**config.mk**
```make
export PLATFORM = sky130hd
export DESIGN_NAME = nibble_serial_adder
export DESIGN_NICKNAME = d
export VERILOG_FILES = /design/src/rtl/nibble_serial_adder.sv
export SDC_FILE = /design/constraint.sdc
export NUM_CORES = 1
export LEC_CHECK = 0
export BUFFER_PORTS_ARGS = -buffer_cell sky130_fd_sc_hd__buf_2
export CAP_MARGIN = 20
export CORE_MARGIN = 2
export CORE_UTILIZATION = 44
export DETAILED_ROUTE_END_ITERATION = 6
export PLACE_DENSITY = 0.69
export SLEW_MARGIN = 20
export SYNTH_ARGS = -nofsm -noshare
export SYNTH_HDL_FRONTEND = slang
export SYNTH_SLANG_ARGS = --single-unit
```
**constraint.sdc**
```tcl
create_clock -name clk -period 4.8 [get_ports clk]
set_input_delay 0.48 -clock clk [delete_from_list [all_inputs] [get_ports clk]]
set_output_delay 0.48 -clock clk [all_outputs]
set_load 0.02 [all_outputs]
```
**src/rtl/nibble_serial_adder.sv**
```systemverilog
// Nibble-serial word adder: one 4-bit slice per cycle, LS nibble first, valid/ready on both sides.
// Optional subtraction (A-B, cout=1 means no borrow) is compiled in with `define NSA_SUB_EN.

module four_bit_full_adder (
    input  logic [3:0] a_i,
    input  logic [3:0] b_i,
    input  logic       c_i,
    output logic [3:0] s_o,
    output logic       c_o
);
    logic [4:0] c;
    assign c[0] = c_i;
    for (genvar i = 0; i < 4; i++) begin : g_fa
        assign s_o[i]   = a_i[i] ^ b_i[i] ^ c[i];
        assign c[i+1]   = (a_i[i] & b_i[i]) | (c[i] & (a_i[i] ^ b_i[i]));
    end
    assign c_o = c[4];
endmodule

module nibble_serial_adder #(
    parameter int NIBBLES = 4
) (
    input  logic       clk,
    input  logic       rst,
    input  logic       in_valid,
    output logic       in_ready,
    input  logic [3:0] a_nib,
    input  logic [3:0] b_nib,
`ifdef NSA_SUB_EN
    input  logic       sub,
`endif
    output logic       out_valid,
    input  logic       out_ready,
    output logic [3:0] sum_nib,
    output logic       out_last,
    output logic       cout,
    output logic [7:0] words_done
);
    localparam int IW = (NIBBLES > 1) ? $clog2(NIBBLES) : 1;
    localparam logic [IW-1:0] LAST = IW'(NIBBLES - 1);

    typedef enum logic {IDLE, RUN} state_t;

    state_t        state_q;
    logic [IW-1:0] idx_q, idx_d;
    logic          carry_q;
    logic          out_valid_q, out_last_q, cout_q;
    logic [3:0]    sum_q;
    logic [7:0]    words_q, words_d;
`ifdef NSA_SUB_EN
    logic          sub_q;
`endif

    logic       xfer, is_last, sub_eff, cin;
    logic [3:0] b_op, add_s;
    logic       add_c;

    assign in_ready = !out_valid_q || out_ready;
    assign xfer     = in_valid && in_ready;
    assign is_last  = (idx_q == LAST);

    // Nibble 0 takes the mode from the port; later nibbles use the latched mode.
    always_comb begin
`ifdef NSA_SUB_EN
        sub_eff = (state_q == IDLE) ? sub : sub_q;
`else
        sub_eff = 1'b0;
`endif
        b_op    = sub_eff ? ~b_nib : b_nib;
        cin     = (state_q == IDLE) ? sub_eff : carry_q;
        idx_d   = is_last ? '0 : idx_q + 1'b1;
        words_d = is_last ? words_q + 8'd1 : words_q;
    end

    four_bit_full_adder u_fa (
        .a_i (a_nib),
        .b_i (b_op),
        .c_i (cin),
        .s_o (add_s),
        .c_o (add_c)
    );

    always_ff @(posedge clk or posedge rst) begin
        if (rst) begin
            state_q     <= IDLE;
            idx_q       <= '0;
            carry_q     <= 1'b0;
            out_valid_q <= 1'b0;
            sum_q       <= 4'd0;
            out_last_q  <= 1'b0;
            cout_q      <= 1'b0;
            words_q     <= 8'd0;
`ifdef NSA_SUB_EN
            sub_q       <= 1'b0;
`endif
        end else if (xfer) begin
            sum_q       <= add_s;
            carry_q     <= add_c;
            out_valid_q <= 1'b1;
            out_last_q  <= is_last;
            cout_q      <= is_last ? add_c : 1'b0;
            idx_q       <= idx_d;
            words_q     <= words_d;
            state_q     <= is_last ? IDLE : RUN;
`ifdef NSA_SUB_EN
            if (state_q == IDLE) sub_q <= sub;
`endif
        end else if (out_ready) begin
            out_valid_q <= 1'b0;
        end
    end

    assign out_valid  = out_valid_q;
    assign sum_nib    = sum_q;
    assign out_last   = out_last_q;
    assign cout       = cout_q;
    assign words_done = words_q;
endmodule

```
==> flow_metrics.tcl, run 1 <==
set metrics [dict create \
    status "completed" \
    grt_use_total_pct 13.6 \
    yosysTopAreaCell "dfrtp_1" \
    synthSimpleGateAreaFrac_pct 16.6 \
    ctsResizeCount 0 \
    diodes 0 \
    synthesis.nets 96 \
    die_h_microns 51.3 \
    yosysMostFrequentCell "dfrtp_1" \
    yosysSeqAreaShare_pct 48.3 \
    nNetsFinal 126 \
    pwr_density_cell_nw_per_um2 443 \
    fin_ws_ns 2.56 \
    placed_cells 131 \
    vias_per_cell 4.94 \
    die_w_microns 51.3 \
    synth_top_area_share_pct 48.3 \
    synthesis.area_sq_um 985 \
    start_util_pct 45.4 \
    synth_xor_area_share_pct 6.23 \
    gp_congestion 0.762 \
    synth_edf_count 0 \
    drc_errors 0 \
    ant_nets 0 \
    drive_gt1_share_pct 40.2 \
    path_max_fanout 2 \
    synth_top_family_by_area "simple AND/OR/NAND/NOR gates" \
    cts.path.max_buffers 2 \
    dp_hpwl_microns 1280 \
    slew_viol_final 0 \
    reg2reg_slack_ns 2.56 \
    dr.max_layer_used "met4" \
    fin_skew_ns 0.0119 \
    clockRootBuffer "clkbuf_4" \
    grt-ovfl-total 0 \
    synthCells 78 \
    wl_met1_microns 637 \
    ys_warn_count 0 \
    synth_area_leaders "dfrtp_1 (48%), fa_1 (8.1%), mux2_2 (5.7%), nor4_4 (4.3%), xor2_1 (3.6%)" \
    path_clk_slew_ns 0.10 \
    firstDrtPassIters 4 \
    p_total_mw 0.511 \
    finalWirelength_microns 1540 \
    route.met3.wl_microns 68 \
    critical_path_class "flop to flop" \
    rsz0062_at_grt "false" \
    num_rows 17 \
    synthMuxAreaShare_pct 5.72 \
    area_growth_pct 17.3 \
    cts_tree "built" \
    cp-start-kind "flop" \
    crit_required_ns 5.02 \
    place_ws_ns 2.45 \
    peakVddDrop_mv 0.298 \
    ys_top_cells_by_count "dfrtp_1 (19), inv_1 (9), o21ai_0 (6), mux2_2 (5)" \
    numPortBuffers 27 \
    setup_viol 0 \
    yosys.area_share.adder_pct 10.7 \
    yosysUniqueCellTypes 24 \
    via_count 667 \
    die-area_sq_um 2630 \
    cts_setup_buffers 0 \
    stdcell_area_sq_um 1150 \
    slew_headroom_pct 54.9 \
    hold_class "input port to async pin" \
    hold_viol 0 \
    min_period_ns 2.24 \
    power.leakage_nw 0.621 \
    worstSetupEndpointType "flop" \
    setup-tns-final_ns 0 \
    max_cap_viol_count 0 \
    coreArea_sq_um 2170 \
    synth_seq_cells 19 \
    fin_cells 135 \
    wire_per_inst_microns 11.4 \
    grt_pass1_vias 659 \
    drt_iter0_markers 7 \
    syn_area_per_cell_sq_um 12.6 \
    synth_compound_area_share_pct 5.08 \
    synth_top_flop_cell "dfrtp_1" \
    clock_latency_ns 0.29 \
    grt_max_degree 20 \
    placedInstanceArea_sq_um 1130 \
    cts.sinks 19 \
    async_reset_ff_share_pct 100 \
    cts_htree_levels 1 \
    period_share_pct 46.6 \
    arrival_ns 2.46 \
    max_freq_mhz 447 \
    antenna_found_initial 0 \
    grt_pass1_wl_microns 2710 \
    holdBufCountCts 0 \
    tightest_slew_ns 0.676 \
    boundaryPins 28 \
    wl_met2_microns 822 \
    numCtsBuffers 3 \
]
registers in the layout, summed over array words and instances (netlist names):
name        flops
out_last        1
state_q         1
carry_q         1
idx_q           2
sum_nib         4
words_done      8
cout            1
out_valid       1
per-stage QoR:
step / hold WS [ns] / util (%)
6_report: 0.263 / 53.2
5_1_grt: 0.318 / 53.2
4_1_cts: 0.294 / 53.2
3_5_place_dp: 0.459 / 52.0
3_3_place_gp: 0.451 / 52.0
2_1_floorplan: 0.431 / -
critical path, cell delays in order, from the launching register on:
cell,delay [ns]
dfrtp_1,0.39
and2_1,0.17
fa_1,0.36
inv_1,0.07
fa_1,0.15
inv_1,0.05
fa_1,0.35
inv_1,0.08
fa_1,0.39
o21ai_0,0.16
layout by cell type, fill, tap and decap left out:
cell,n
nor2_1,2
nor2_4,1
a21o_1,2
nand2_1,2
nand4_1,4
and3_1,2
nand3_1,1
nor3_1,2
xor2_1,4
fa_1,4
and2_1,1
inv_8,1
ha_1,2
mux2_2,5
nor4_4,2
inv_1,9
xnor2_1,3
o21ai_0,6
clkbuf_4,3
buf_2,27
nor2b_4,1
clkinv_2,1
a21oi_1,1
dfrtp_1,19
nand2_4,2
kinds of logic after synthesis:
logic type / count (synthesis)
xor gates and xnor gates: 7
buffers and inverters: 12
DFF: 19
muxes: 5
and+or+nand+nor: 20
AOI/OAI and AO/OA: 9
adders and majority gates: 6
worst paths after layout:
path | start | end | depth (start not counted)
setup reg to reg | state_q | sum_nib[3] | 9
hold / removal | rst | sum_nib[0] | 2
setup / recovery | state_q | sum_nib[3] | 9
min in group clk | words_done[7] | words_done[7] | 1
max in group asynchronous | rst | idx_q[0] | 2
hold reg to reg | words_done[7] | words_done[7] | 1
layer usage:
layer	global-route usage, %	up-vias
met5	0	-
met4	3.07	0
met3	4.68	2
met2	24.0	11
met1	15.8	334
li1	-	320
power breakdown:
group	internal [mW]	total (mW)	switching (mW)
sequential	0.208	0.242	0.0346
combinational	0.0795	0.193	0.113
clock	0.0310	0.0762	0.0452
total	0.318	0.511	0.193
area by class of cell:
class / count / area, sq um
well taps: 28 / 35.0
flip-flops and latches: 19 / 475
clock inverters: 1 / 5.00
clock buffers: 3 / 22.5
inverters: 10 / 45.0
repair buffers: 27 / 135
multi-input cells: 47 / 437
fillers: 197 / 1010
Power figures use the tool's default switching activity.
==> inputs of run 2 (changes only) <==
Settings changed: ABC_AREA set to 1, PLACE_DENSITY 0.69 to 0.72.
Clock period 4.8 ns to 1.79 ns, I/O delays scaled along.
==> run 2 against run 1 <==
Compared with the run above:
- non-clock buffer count rose by 2
- synthesized cell count rose by 45%
- die area rose by 1.3%
- the flow now finishes with violations (negative hold slack, negative setup slack)
- wire length rose by 20%
- final area rose by 4.8%
- maximum frequency rose by 6.2%
- sequential share of layout area fell by 1.9 points
- via count rose by 22%
- combinational power rose to 2.6 times the previous value
- highest routed layer unchanged
- critical path depth rose by 1
==> flow_metrics.tcl, run 2 <==
set metrics [dict create \
    setup-tns-final_ns -0.506 \
    slew_viol_final 0 \
    slew_headroom_pct 51.1 \
    drive_gt1_share_pct 35.4 \
    cts.path.max_buffers 2 \
    cts_tree "built" \
    firstDrtPassIters 4 \
    synthesis.area_sq_um 998 \
    fin_skew_ns 0.00481 \
    min_period_ns 2.11 \
    ys_warn_count 0 \
    dp_hpwl_microns 1400 \
    multiInputGateArea_sq_um 452 \
    synth_seq_cells 19 \
    sw_frac_of_total_pct 39.6 \
    violations "negative hold slack, negative setup slack" \
    clock_latency_ns 0.29 \
    numCtsBuffers 3 \
    power.share.combinational_pct 37.1 \
    grt-ovfl-total 0 \
    nFillCells 212 \
    ys_top_cells_by_count "nand2_1 (33), dfrtp_1 (19), inv_1 (18), nor2_1 (11), o21ai_0 (5)" \
    drt_iter0_markers 5 \
    startpoint "state_q" \
    max_freq_mhz 474 \
    via_count 811 \
    synthesis.nets 131 \
    path_clk_slew_ns 0.11 \
    pwr-share-seq_pct 47.0 \
    tightest_slew_ns 0.732 \
    num_rows 17 \
    async_reset_ff_share_pct 100 \
    arrival_ns 2.34 \
    max_cap_viol_count 0 \
    post-route-util_pct 55.8 \
    fin_ws_ns -0.318 \
    path_max_fanout 2 \
    peakVddDrop_mv 0.548 \
    synth_edf_count 0 \
    p_total_mw 1.37 \
    holdBufCountCts 0 \
    switchingPower_mw 0.543 \
    yosysTopAreaCell "dfrtp_1" \
    synth_compound_area_share_pct 5.01 \
    antenna_found_initial 0 \
    numPortBuffers 27 \
    power.leakage_nw 0.649 \
    final_common_cell "nand2_1" \
    drc_errors 0 \
    coreArea_sq_um 2170 \
    wire_per_inst_microns 10.7 \
    area_growth_pct 21.2 \
    critical_path_class "flop to flop" \
    synth_xor_area_share_pct 1.75 \
    synthSimpleGateAreaFrac_pct 26.3 \
    boundaryPins 28 \
    timing.rr.start "state_q" \
    ant_nets 0 \
    internal_power_mw 0.828 \
    cts_htree_levels 1 \
    nNetsFinal 163 \
    die_w_microns 51.6 \
    final_cell_mix "nand2_1 (32), buf_2 (27), dfrtp_1 (19)" \
    yosysUniqueCellTypes 21 \
    yosys.area_share.adder_pct 10.5 \
    grt_pass1_vias 794 \
    vias_per_cell 4.72 \
    crit_required_ns 2.02 \
    yosysSeqAreaShare_pct 47.6 \
    cts.sinks 19 \
    hold_viol 19 \
    hold_class "input port to async pin" \
    largest_register_ffs 8 \
    gp_congestion 0.689 \
    synth_top_area_share_pct 47.6 \
    finalWirelength_microns 1850 \
    cp-start-kind "flop" \
    hold-worst-slack_ns -0.0116 \
    die-area_sq_um 2670 \
    period_share_pct 118 \
    rsz0062_at_grt "true" \
    grt_use_total_pct 17.0 \
    pwr_density_cell_nw_per_um2 1130 \
    reg2reg_slack_ns -0.32 \
    yosysMostFrequentCell "nand2_1" \
    synth_top_flop_cell "dfrtp_1" \
    synth_area_leaders "dfrtp_1 (48%), nand2_1 (12%), fa_1 (8.0%), inv_1 (6.8%), nor2_1 (4.1%)" \
    status "finished with violations" \
    diodes 0 \
    synth_top_family_by_area "simple AND/OR/NAND/NOR gates" \
    grt_pass1_wl_microns 3350 \
    ff_latch_area_sq_um 475 \
    synthCells 113 \
    setup_viol 4 \
    grt_max_degree 20 \
    synthMuxAreaShare_pct 0 \
    start_util_pct 46.0 \
    clockRootBuffer "clkbuf_4" \
    pwr-share-clk_pct 15.9 \
    worstSetupEndpointType "flop" \
    syn_area_per_cell_sq_um 8.84 \
    die_h_microns 51.6 \
]
-- run 2: changes by cell type in the layout (fill, tap and decap cells not counted), moves of 5 or more --
cell,previous run,this run
nor2_1,2,11
mux2_2,5,0
nand2_1,2,32
inv_2,0,5
inv_1,9,14
-- run 2: repair_timing --
item,CTS,global route
pin swaps,2,0
setup buffers,1,1
resized for setup,3,3
setup endpoints to repair,4,4
-- run 2: logic make-up (layout without fill, tap and decap cells) --
group | after synthesis | in the layout
AOI/OAI and AO/OA | 9 | 9
xor gates and xnor gates | 2 | 2
buffers and inverters | 21 | 52
and+or+nand+nor | 56 | 56
adders and majority gates | 6 | 6
DFF | 19 | 19
-- run 2: final cells by class --
class,count,share of cell area (%)
Clock buffer,4,2.17
Inverter,19,5.89
Multi-Input combinational cell,73,37.3
Sequential cell,19,39.3
Tap cell,28,2.90
Timing Repair Buffer,29,12.4
-- run 2: power groups by stage --
stage | combinational, mW | sequential, mW | clock, mW
after global routing | 0.575 | 0.663 | 0.241
after global placement | 0.472 | 0.641 | 0
after CTS | 0.507 | 0.640 | 0.222
after detailed placement | 0.489 | 0.647 | 0
after floorplan | 0.245 | 0.735 | 0
final | 0.509 | 0.644 | 0.218
-- run 2: worst max-delay path, cell delays in order (launching register included) --
cell and delay [ns]:
dfrtp_1 0.40, nand2_2 0.08, inv_2 0.04, fa_2 0.33, inv_2 0.06, fa_2 0.18, inv_2 0.04, fa_2 0.33
inv_2 0.06, fa_2 0.42, o21ai_2 0.11
-- run 2: path summary, 6_finish.rpt --
| kind | cells past startpoint | to |
|---|---|---|
| setup / recovery | 10 | sum_nib[3] |
| hold / removal | 2 | sum_nib[1] |
| setup reg to reg | 10 | sum_nib[3] |
| hold reg to reg | 2 | out_last |
| max in group asynchronous | 2 | idx_q[0] |
| min in group clk | 4 | out_valid |
-- run 2: routing by layer --
metal / vias to the layer above / part of all wire, % / global-route usage [%]
met3: 4 / 5.1 / 3.74
met1: 379 / 45 / 20.8
met2: 24 / 49 / 29.1
met4: 0 / 1.2 / 6.58
met5: - / 0 / 0
li1: 404 / - / -
-- run 2: per-stage QoR --
stage          instance area (sq um)  worst slack [ns]  hold WS [ns]  cells
3_3_place_gp                    1160            -0.250         0.334    166
3_5_place_dp                    1160            -0.334         0.341    166
6_report                        1210            -0.318       -0.0116    172
2_1_floorplan                   1010            -0.219         0.130    113
5_1_grt                         1210            -0.417        0.0474    172
4_1_cts                         1200            -0.339       0.00727    171
==> inputs of run 3 (changes only) <==
Settings changed: ABC_CLOCK_PERIOD_IN_PS set to 1790, BUFFER_PORTS_ARGS -buffer_cell sky130_fd_sc_hd__buf_2 to -buffer_cell sky130_fd_sc_hd__buf_4.
==> run 3 against run 2 <==
Compared with the run above:
- the flow still finishes with violations (negative hold slack, negative setup slack)
- flip-flop and latch count stayed put
- clock skew is 0.0042 ns lower
- cell count decreased by 0.58%
- power up 1.6%
- final area is 4.4% higher
- non-clock buffer count fell by 1
- largest power group unchanged
==> flow_metrics.tcl, run 3 (same netlist as run 2, synthesis figures left out) <==
set metrics [dict create \
    numPortBuffers 27 \
    setup_viol 3 \
    coreArea_sq_um 2170 \
    via_count 785 \
    gp_congestion 0.697 \
    hold-worst-slack_ns -0.00665 \
    diodes 0 \
    die-area_sq_um 2670 \
    area_growth_pct 26.6 \
    period_share_pct 116 \
    path_max_fanout 2 \
    critical_path_class "flop to flop" \
    num_rows 17 \
    final_common_cell "nand2_1" \
    boundaryPins 28 \
    grt_max_degree 20 \
    peakVddDrop_mv 0.610 \
    p_total_mw 1.39 \
    rsz0062_at_grt "true" \
    antenna_found_initial 0 \
    drive_gt1_share_pct 32.9 \
    max_freq_mhz 480 \
    violations "negative hold slack, negative setup slack" \
    grt_pass1_wl_microns 3260 \
    die_h_microns 51.6 \
    worstSetupEndpointType "flop" \
    cts_tree "built" \
    pwr_density_cell_nw_per_um2 1100 \
    status "finished with violations" \
    min_period_ns 2.08 \
    hold_class "input port to async pin" \
    slew_viol_final 0 \
    final_cell_mix "nand2_1 (33), buf_4 (28), dfrtp_1 (19)" \
    power.leakage_nw 0.660 \
    finalWirelength_microns 1800 \
    firstDrtPassIters 3 \
    grt_pass1_vias 758 \
    hold_viol 19 \
    cts.sinks 19 \
    grt-ovfl-total 0 \
    fin_skew_ns 0.000581 \
    cp-start-kind "flop" \
    dp_hpwl_microns 1410 \
    ant_nets 0 \
    largest_register_ffs 8 \
    arrival_ns 2.31 \
    drc_errors 0 \
    clock_latency_ns 0.29 \
    cts_htree_levels 1 \
    vias_per_cell 4.59 \
    drt_iter0_markers 6 \
    fin_ws_ns -0.291 \
    slew_headroom_pct 52.6 \
    crit_required_ns 2.01 \
    place_ws_ns -0.286 \
    tightest_slew_ns 0.711 \
    start_util_pct 46.0 \
    timing.rr.start "state_q" \
    die_w_microns 51.6 \
    nNetsFinal 162 \
    cts.path.max_buffers 2 \
    max_cap_viol_count 0 \
    grt_use_total_pct 16.2 \
    path_clk_slew_ns 0.10 \
    numCtsBuffers 3 \
    startpoint "state_q" \
    wire_per_inst_microns 10.5 \
    clockRootBuffer "clkbuf_4" \
]
run 3: cell count changes in the layout (fill, tap and decap cells not counted), sizes merged:
cell and change:
buf -1
run 3: layout make-up:
cell class                 instances  area, sq um
clock buffer                       4         26.3
fill                             209          906
inverter                          19         71.3
multi-input combinational         73          445
sequential                        19          475
tap                               28         35.0
timing repair buffer              28          210
run 3: routing by layer:
layer | global-route usage (%) | up-vias | share of wire (%)
met3 | 2.87 | 2 | 5.4
li1 | - | 399 | -
met5 | 0 | - | 0
met4 | 5.26 | 0 | 0.67
met2 | 27.8 | 18 | 49
met1 | 20.7 | 366 | 45
run 3: timing repair:
item / CTS / global route
pin swaps: 2 / 0
hold buffers: 0 / 0
gates resized for setup: 3 / 0
endpoints found under the setup margin: 3 / 4
setup buffers: 0 / 1
run 3: per-stage QoR:
stage          util, %  TNS, ns  area [sq um]  std cells
6_report          58.2   -0.439          1260        171
5_1_grt           58.2   -0.691          1260        171
4_1_cts           57.9   -0.473          1260        170
3_5_place_dp      56.7   -0.454          1230        166
3_3_place_gp      56.7   -0.361          1230        166
2_1_floorplan        -   -0.219          1010        113
run 3: final timing paths:
| kind | endpoint | slack (ns) | depth (start not counted) |
|---|---|---|---|
| hold / removal | words_done[7] | -0.007 | 2 |
| hold reg to reg | out_last | 0.49 | 2 |
| max in group asynchronous | words_done[6] | 1.35 | 2 |
| setup / recovery | sum_nib[3] | -0.29 | 10 |
| min in group clk | out_valid | 0.17 | 4 |
| setup reg to reg | sum_nib[3] | -0.29 | 10 |
run 3: critical path, stage by stage, from the launching register on:
cell and delay [ns]:
dfrtp_1 0.39, nand2_1 0.07, inv_1 0.04, fa_2 0.32, inv_2 0.06, fa_2 0.18
inv_2 0.04, fa_2 0.33, inv_2 0.06, fa_2 0.41, o21ai_1 0.12
run 3: power by group:
group | leakage, nW | switching (mW) | internal (mW)
combinational | 0.405 | 0.295 | 0.240
clock | 0.0150 | 0.127 | 0.0866
sequential | 0.240 | 0.105 | 0.539
